[config.mk]
export PLATFORM = sky130hd
export DESIGN_NAME = pipeline_perf_counter
export DESIGN_NICKNAME = d
export VERILOG_FILES = /design/src/rtl/pipeline_perf_counter_pkg.sv /design/src/rtl/pipeline_perf_counter_sat_counter.sv /design/src/rtl/pipeline_perf_counter.sv
export SDC_FILE = /design/constraint.sdc
export NUM_CORES = 1
export LEC_CHECK = 0
export CAP_MARGIN = 30
export CORE_AREA = 2 2 109 111
export DETAILED_ROUTE_END_ITERATION = 8
export DIE_AREA = 0 0 111 113
export GPL_TIMING_DRIVEN = 0
export HOLD_SLACK_MARGIN = 0.1
export PLACE_DENSITY = 0.81
export SLEW_MARGIN = 20
export SYNTH_ARGS = -nofsm -noshare
export SYNTH_HDL_FRONTEND = slang
export SYNTH_SLANG_ARGS = --single-unit
[constraint.sdc]
create_clock -name clk_i -period 4.65 [get_ports clk_i]
set_clock_uncertainty 0.2 [all_clocks]
set_input_delay 0.93 -clock clk_i [delete_from_list [all_inputs] [get_ports clk_i]]
set_output_delay 0.93 -clock clk_i [all_outputs]
set_load 0.1 [all_outputs]
[src/rtl/pipeline_perf_counter_pkg.sv]
// Shared encodings for the pipeline performance counters: FSM states and
// readback select codes.
package pipeline_perf_counter_pkg;

  typedef enum logic [1:0] {
    PERF_IDLE   = 2'd0,
    PERF_RUN    = 2'd1,
    PERF_FROZEN = 2'd2
  } perf_state_e;

  localparam logic [1:0] PERF_SEL_CYC   = 2'd0;
  localparam logic [1:0] PERF_SEL_STALL = 2'd1;
  localparam logic [1:0] PERF_SEL_FLUSH = 2'd2;
  localparam logic [1:0] PERF_SEL_RET   = 2'd3;

  localparam int PERF_NCNT = 4;

endpackage

[src/rtl/pipeline_perf_counter_sat_counter.sv]
// One CNT_W event counter with a sticky overflow flag; holds or wraps at
// all-ones depending on SATURATE. clr wins over a same-edge increment.
module pipeline_perf_counter_sat_counter #(
  parameter int CNT_W    = 32,
  parameter int SATURATE = 1
) (
  input  logic             clk_i,
  input  logic             rst_i,
  input  logic             en,
  input  logic             inc,
  input  logic             clr,
  output logic [CNT_W-1:0] cnt,
  output logic             flag
);

  logic at_max;
  assign at_max = &cnt;

  always_ff @(posedge clk_i or negedge rst_i) begin
    if (!rst_i) begin
      cnt  <= '0;
      flag <= 1'b0;
    end else if (clr) begin
      cnt  <= '0;
      flag <= 1'b0;
    end else if (en && inc) begin
      if (at_max) begin
        flag <= 1'b1;
        if (SATURATE == 0) cnt <= '0;
      end else begin
        cnt <= cnt + CNT_W'(1);
      end
    end
  end

endmodule

[src/rtl/pipeline_perf_counter.sv]
// Cycle/stall/flush (and optional retire, `PERF_RETIRE_CNT_EN) counters with an
// IDLE/RUN/FROZEN gate FSM and a registered readback mux.
module pipeline_perf_counter
  import pipeline_perf_counter_pkg::*;
#(
  parameter int CNT_W    = 32,
  parameter int SATURATE = 1
) (
  input  logic             clk_i,
  input  logic             rst_i,
  input  logic             start_i,
  input  logic             stall_i,
  input  logic             branch_i,
  input  logic             flush_i,
`ifdef PERF_RETIRE_CNT_EN
  input  logic             retire_i,
`endif
  input  logic             freeze_i,
  input  logic             clear_i,
  input  logic [1:0]       rd_sel_i,
  output logic [CNT_W-1:0] rd_data_o,
  output logic [3:0]       sat_o,
  output logic [1:0]       state_o
);

  perf_state_e state, state_nxt;
  logic        run_en;
  logic [CNT_W-1:0] cnt_q [PERF_NCNT];
  logic [PERF_NCNT-1:0] flag_q;

  always_ff @(posedge clk_i or negedge rst_i) begin
    if (!rst_i) state <= PERF_IDLE;
    else        state <= state_nxt;
  end

  always_comb begin
    state_nxt = state;
    case (state)
      PERF_IDLE:   if (start_i) state_nxt = PERF_RUN;
      PERF_RUN:    if (!start_i) state_nxt = PERF_IDLE;
                   else if (freeze_i) state_nxt = PERF_FROZEN;
      PERF_FROZEN: if (!start_i) state_nxt = PERF_IDLE;
                   else if (!freeze_i) state_nxt = PERF_RUN;
      default:     state_nxt = PERF_IDLE;
    endcase
  end

  // Count only on edges that stay in RUN, so the edge that freezes or stops
  // the pipeline view does not add a stray event.
  assign run_en = (state == PERF_RUN) && start_i && !freeze_i;

  pipeline_perf_counter_sat_counter #(.CNT_W(CNT_W), .SATURATE(SATURATE)) u_cyc (
    .clk_i(clk_i), .rst_i(rst_i), .en(run_en), .inc(1'b1), .clr(clear_i),
    .cnt(cnt_q[PERF_SEL_CYC]), .flag(flag_q[PERF_SEL_CYC])
  );

  pipeline_perf_counter_sat_counter #(.CNT_W(CNT_W), .SATURATE(SATURATE)) u_stall (
    .clk_i(clk_i), .rst_i(rst_i), .en(run_en), .inc(stall_i & ~branch_i), .clr(clear_i),
    .cnt(cnt_q[PERF_SEL_STALL]), .flag(flag_q[PERF_SEL_STALL])
  );

  pipeline_perf_counter_sat_counter #(.CNT_W(CNT_W), .SATURATE(SATURATE)) u_flush (
    .clk_i(clk_i), .rst_i(rst_i), .en(run_en), .inc(flush_i), .clr(clear_i),
    .cnt(cnt_q[PERF_SEL_FLUSH]), .flag(flag_q[PERF_SEL_FLUSH])
  );

`ifdef PERF_RETIRE_CNT_EN
  pipeline_perf_counter_sat_counter #(.CNT_W(CNT_W), .SATURATE(SATURATE)) u_ret (
    .clk_i(clk_i), .rst_i(rst_i), .en(run_en), .inc(retire_i), .clr(clear_i),
    .cnt(cnt_q[PERF_SEL_RET]), .flag(flag_q[PERF_SEL_RET])
  );
`else
  assign cnt_q[PERF_SEL_RET]  = '0;
  assign flag_q[PERF_SEL_RET] = 1'b0;
`endif

  // Readback samples the pre-edge value of the selected counter.
  always_ff @(posedge clk_i or negedge rst_i) begin
    if (!rst_i) rd_data_o <= '0;
    else        rd_data_o <= cnt_q[rd_sel_i];
  end

  assign sat_o   = flag_q;
  assign state_o = state;

endmodule

==> impl_results.md <==
* Outcome: complete, no violations
* WL/cell at ~18 um
* Synth Cell Area at 0.00683 mm^2
* Post-CTS Setup Repair Bufs at 0
* Vias at 5549
* RSZ-0062 raised after global routing: no
* Critical Path RT at 4730 ps
* Synth warnings at 0
* CP top delay family: simple AND/OR/NAND/NOR gates
* Most common cell after layout, fill and taps aside: dfrtp_1
* Aggregate global-route resource usage at 0.278
* Residual DRC count at 0
* Register area share after synthesis at 0.487
* Yosys top cell area share at 0.487
* Power density over the cells at 307 mW/mm^2
* Final Hold Viols at 0
* Max frequency at 0.312 GHz
* FF-to-FF Start: u_flush.cnt[18]
* Setup-failing EPs final at 0
* 1st-pass router iterations at 5
* Via density at between 5 and 6
* CP Data Arrival Time at 3280 ps
* Post-CTS sizing at 0
* Critical Path End Type: register
* Pin count of the biggest net entering global routing at 76
* Routability Congestion at 0.920
* Number of diodes at 0
* Final core occ at 0.712
* Post-synth ARST share at 1.00
* Clock root cell: clkbuf_16
* Avg Cell Area, Syn at roughly 9.6 um^2
* Synthesis-stage register bit count at 133
* CTS tree: yes
* TritonCTS Buffers at 17
* Die width at 111 um
* Slew Limit Fails at 0
* Cell variety after synth at 48
* Detailed Route Iter0 Violations at 530
* Clk_lat worst skew at 410 ps
* Longest Clk Path Bufs at 2
* Share of cells above drive strength 1 at 0.0834
* Worst reg2reg path endpoint: u_flush.cnt[2]
* Dominant cell type by area after synthesis: dfrtp_1
* Kind of critical path: in -> reg
* CP startpoint kind: input pin
* Reg clk slew, reported paths at 50 ps
* Top post-synthesis cells by area: dfrtp_1 (49%), xnor2_1 (6.3%), nor2_1 (5.3%), mux2i_1 (5.0%), nand2_1 (3.7%)
* Synth Flop Type: dfrtp_1
* Crit path max-delay cell type: clkdlybuf4s50_1
* Worst R2R Path Depth at 7
* NumNets Final at 794
* Post-synth EDFFs at 0
* R2R setup slack at 1750 ps
* Die Height at 113 um
* Period utilization at 0.688
* Final wirelength at 16700 um
* Critical Path Fanout Max at 10
* # port buffers at 45
* H-tree levels at 4
* Least-Margin Pin Slew at 982 ps
* Initial antenna violation count at 0
* Peak VDD IR at about 0.00034 V
* Placed Area at about 0.0075 mm^2
* CP peak stage delay at 450 ps
* Fin crit period at 3200 ps
* HP Class: in -> async
* Gate Count Post-Synth at 715
* Num rows at 39
* WP buf/inv at 4
* DP HPWL at 12000 um
* Antenna Nets Post-Route at 0
* Most frequent cells in the layout: dfrtp_1 (133), nor2_1 (97), nand2_1 (68)
* Net Count, Synth at 728
* Final instance area at 0.00803 mm^2
* Total power draw at ~0.0025 W
* Cell mode on critical path: buf_6
* GRT overflow at 0
* Max-cap violations at 0
* Worst slew margin at 0.343
* Number of global-route vias before repair at about 5.4k
* Area Overhead vs Synth at 17.5%
* Worst-path cell chain: clkdlybuf4s50_1 -> nand4bb_1 -> buf_6 -> or2_1 -> or3_1 -> clkbuf_2 -> buf_6 -> nor4_2 -> xnor2_1 -> nor2_1
* First-pass GRT wire length at 27100 um
* Die footprint at 0.0125 mm^2
* # IOs at 48
* Initial Util at 0.606
* Core Area at 0.0113 mm^2
* CTS Hold Buffers Added at 0
* Clock sinks at 133
* LEAKAGE at 3.21 nW
## stage by stage
step                hold WS (ps)  std cells  setup TNS [ps]  worst slack, ps
floorplan                    264        715               0             1660
global placement             281        903         -340390            -2570
detailed placement           295        905               0             1050
CTS                          301        934               0             1480
global route                 332        934               0             1320
finish                       279        934               0             1450
## cells in the mapped netlist (2+ instances only)
| master | n |
|---|---|
| nor4_2 | 9 |
| or4_1 | 3 |
| buf_4 | 4 |
| xnor2_1 | 49 |
| clkbuf_1 | 28 |
| a21oi_1 | 18 |
| nand2_1 | 68 |
| buf_6 | 3 |
| nor4b_1 | 2 |
| nor2_1 | 97 |
| or3_1 | 16 |
| dfrtp_1 | 133 |
| nand4_1 | 27 |
| inv_1 | 9 |
| nor4_4 | 2 |
| and4_1 | 7 |
| ha_1 | 3 |
| or2_2 | 7 |
| xor2_1 | 27 |
| nor3b_1 | 4 |
| nor4_1 | 11 |
| o21ai_0 | 45 |
| and3_1 | 12 |
| nor2b_1 | 5 |
| buf_2 | 3 |
| nor3_1 | 26 |
| a31oi_1 | 3 |
| mux2i_1 | 34 |
| nand3_1 | 35 |
| mux2_2 | 3 |
| and2_1 | 4 |
| o211ai_1 | 2 |
## registers in the layout, summed over array words and instances (netlist names)
name	flops
state_o	2
rd_data_o	32
u_flush.cnt	32
u_stall.cnt	32
u_flush.flag	1
u_stall.flag	1
u_cyc.flag	1
u_cyc.cnt	32
## layout make-up
cell class,instances,area [um^2]
Clock inverter,4,22.5
Fill cell,816,3250
Buffer,39,189
Clock buffer,25,505
Tap cell,143,179
Inverter,9,33.8
Timing Repair Buffer,47,488
Multi-Input combinational cell,534,3280
Sequential cell,133,3330
## metal layers
layer / track usage / routed length [um] / vias to the layer above
met4: 0.110 / 400 / 0
met1: 0.362 / 7050 / 2693
met5: 0 / 0 / -
li1: - / - / 2610
met2: 0.458 / 8090 / 205
met3: 0.0643 / 1150 / 41
## where the power goes
part | switching [W] | total (W) | internal (W)
sequential | 0.00000308 | 0.00116 | 0.00116
combinational | 0.0000793 | 0.000107 | 0.0000272
clock | 0.000454 | 0.00119 | 0.000740
total | 0.000537 | 0.00246 | 0.00193
## worst register-to-register path, delay by kind of cell, from the launching register on
family / cells / cell delay [ps]
flops: 1 / 460
buf+inv: 1 / 390
xor+xnor: 1 / 190
simple gates: 5 / 1520
## worst max path at each step
stage | from | end | slack [ps] | cells past startpoint
2_1_floorplan | state_o[0] | u_cyc.cnt[27] | 1660 | 8
3_3_place_gp | rst_i | u_stall.cnt[26] | -2570 | 1
3_5_place_dp | freeze_i | u_flush.cnt[29] | 1050 | 10
4_1_cts | u_cyc.flag | sat_o[0] | 1480 | 2
5_1_grt | freeze_i | u_cyc.cnt[22] | 1320 | 8
6_report | freeze_i | u_flush.cnt[29] | 1450 | 10
## cells by family after synthesis
kind of cell | count (synthesis) | share of synthesized area
compound gates | 73 | 0.0570
other cells | 1 | 0.000549
flops | 133 | 0.487
xor+xnor | 76 | 0.0975
fa+ha+maj | 3 | 0.00550
mux | 37 | 0.0548
simple gates | 344 | 0.265
buf+inv | 48 | 0.0326
No activity file was read; power rests on OpenSTA's default activity.
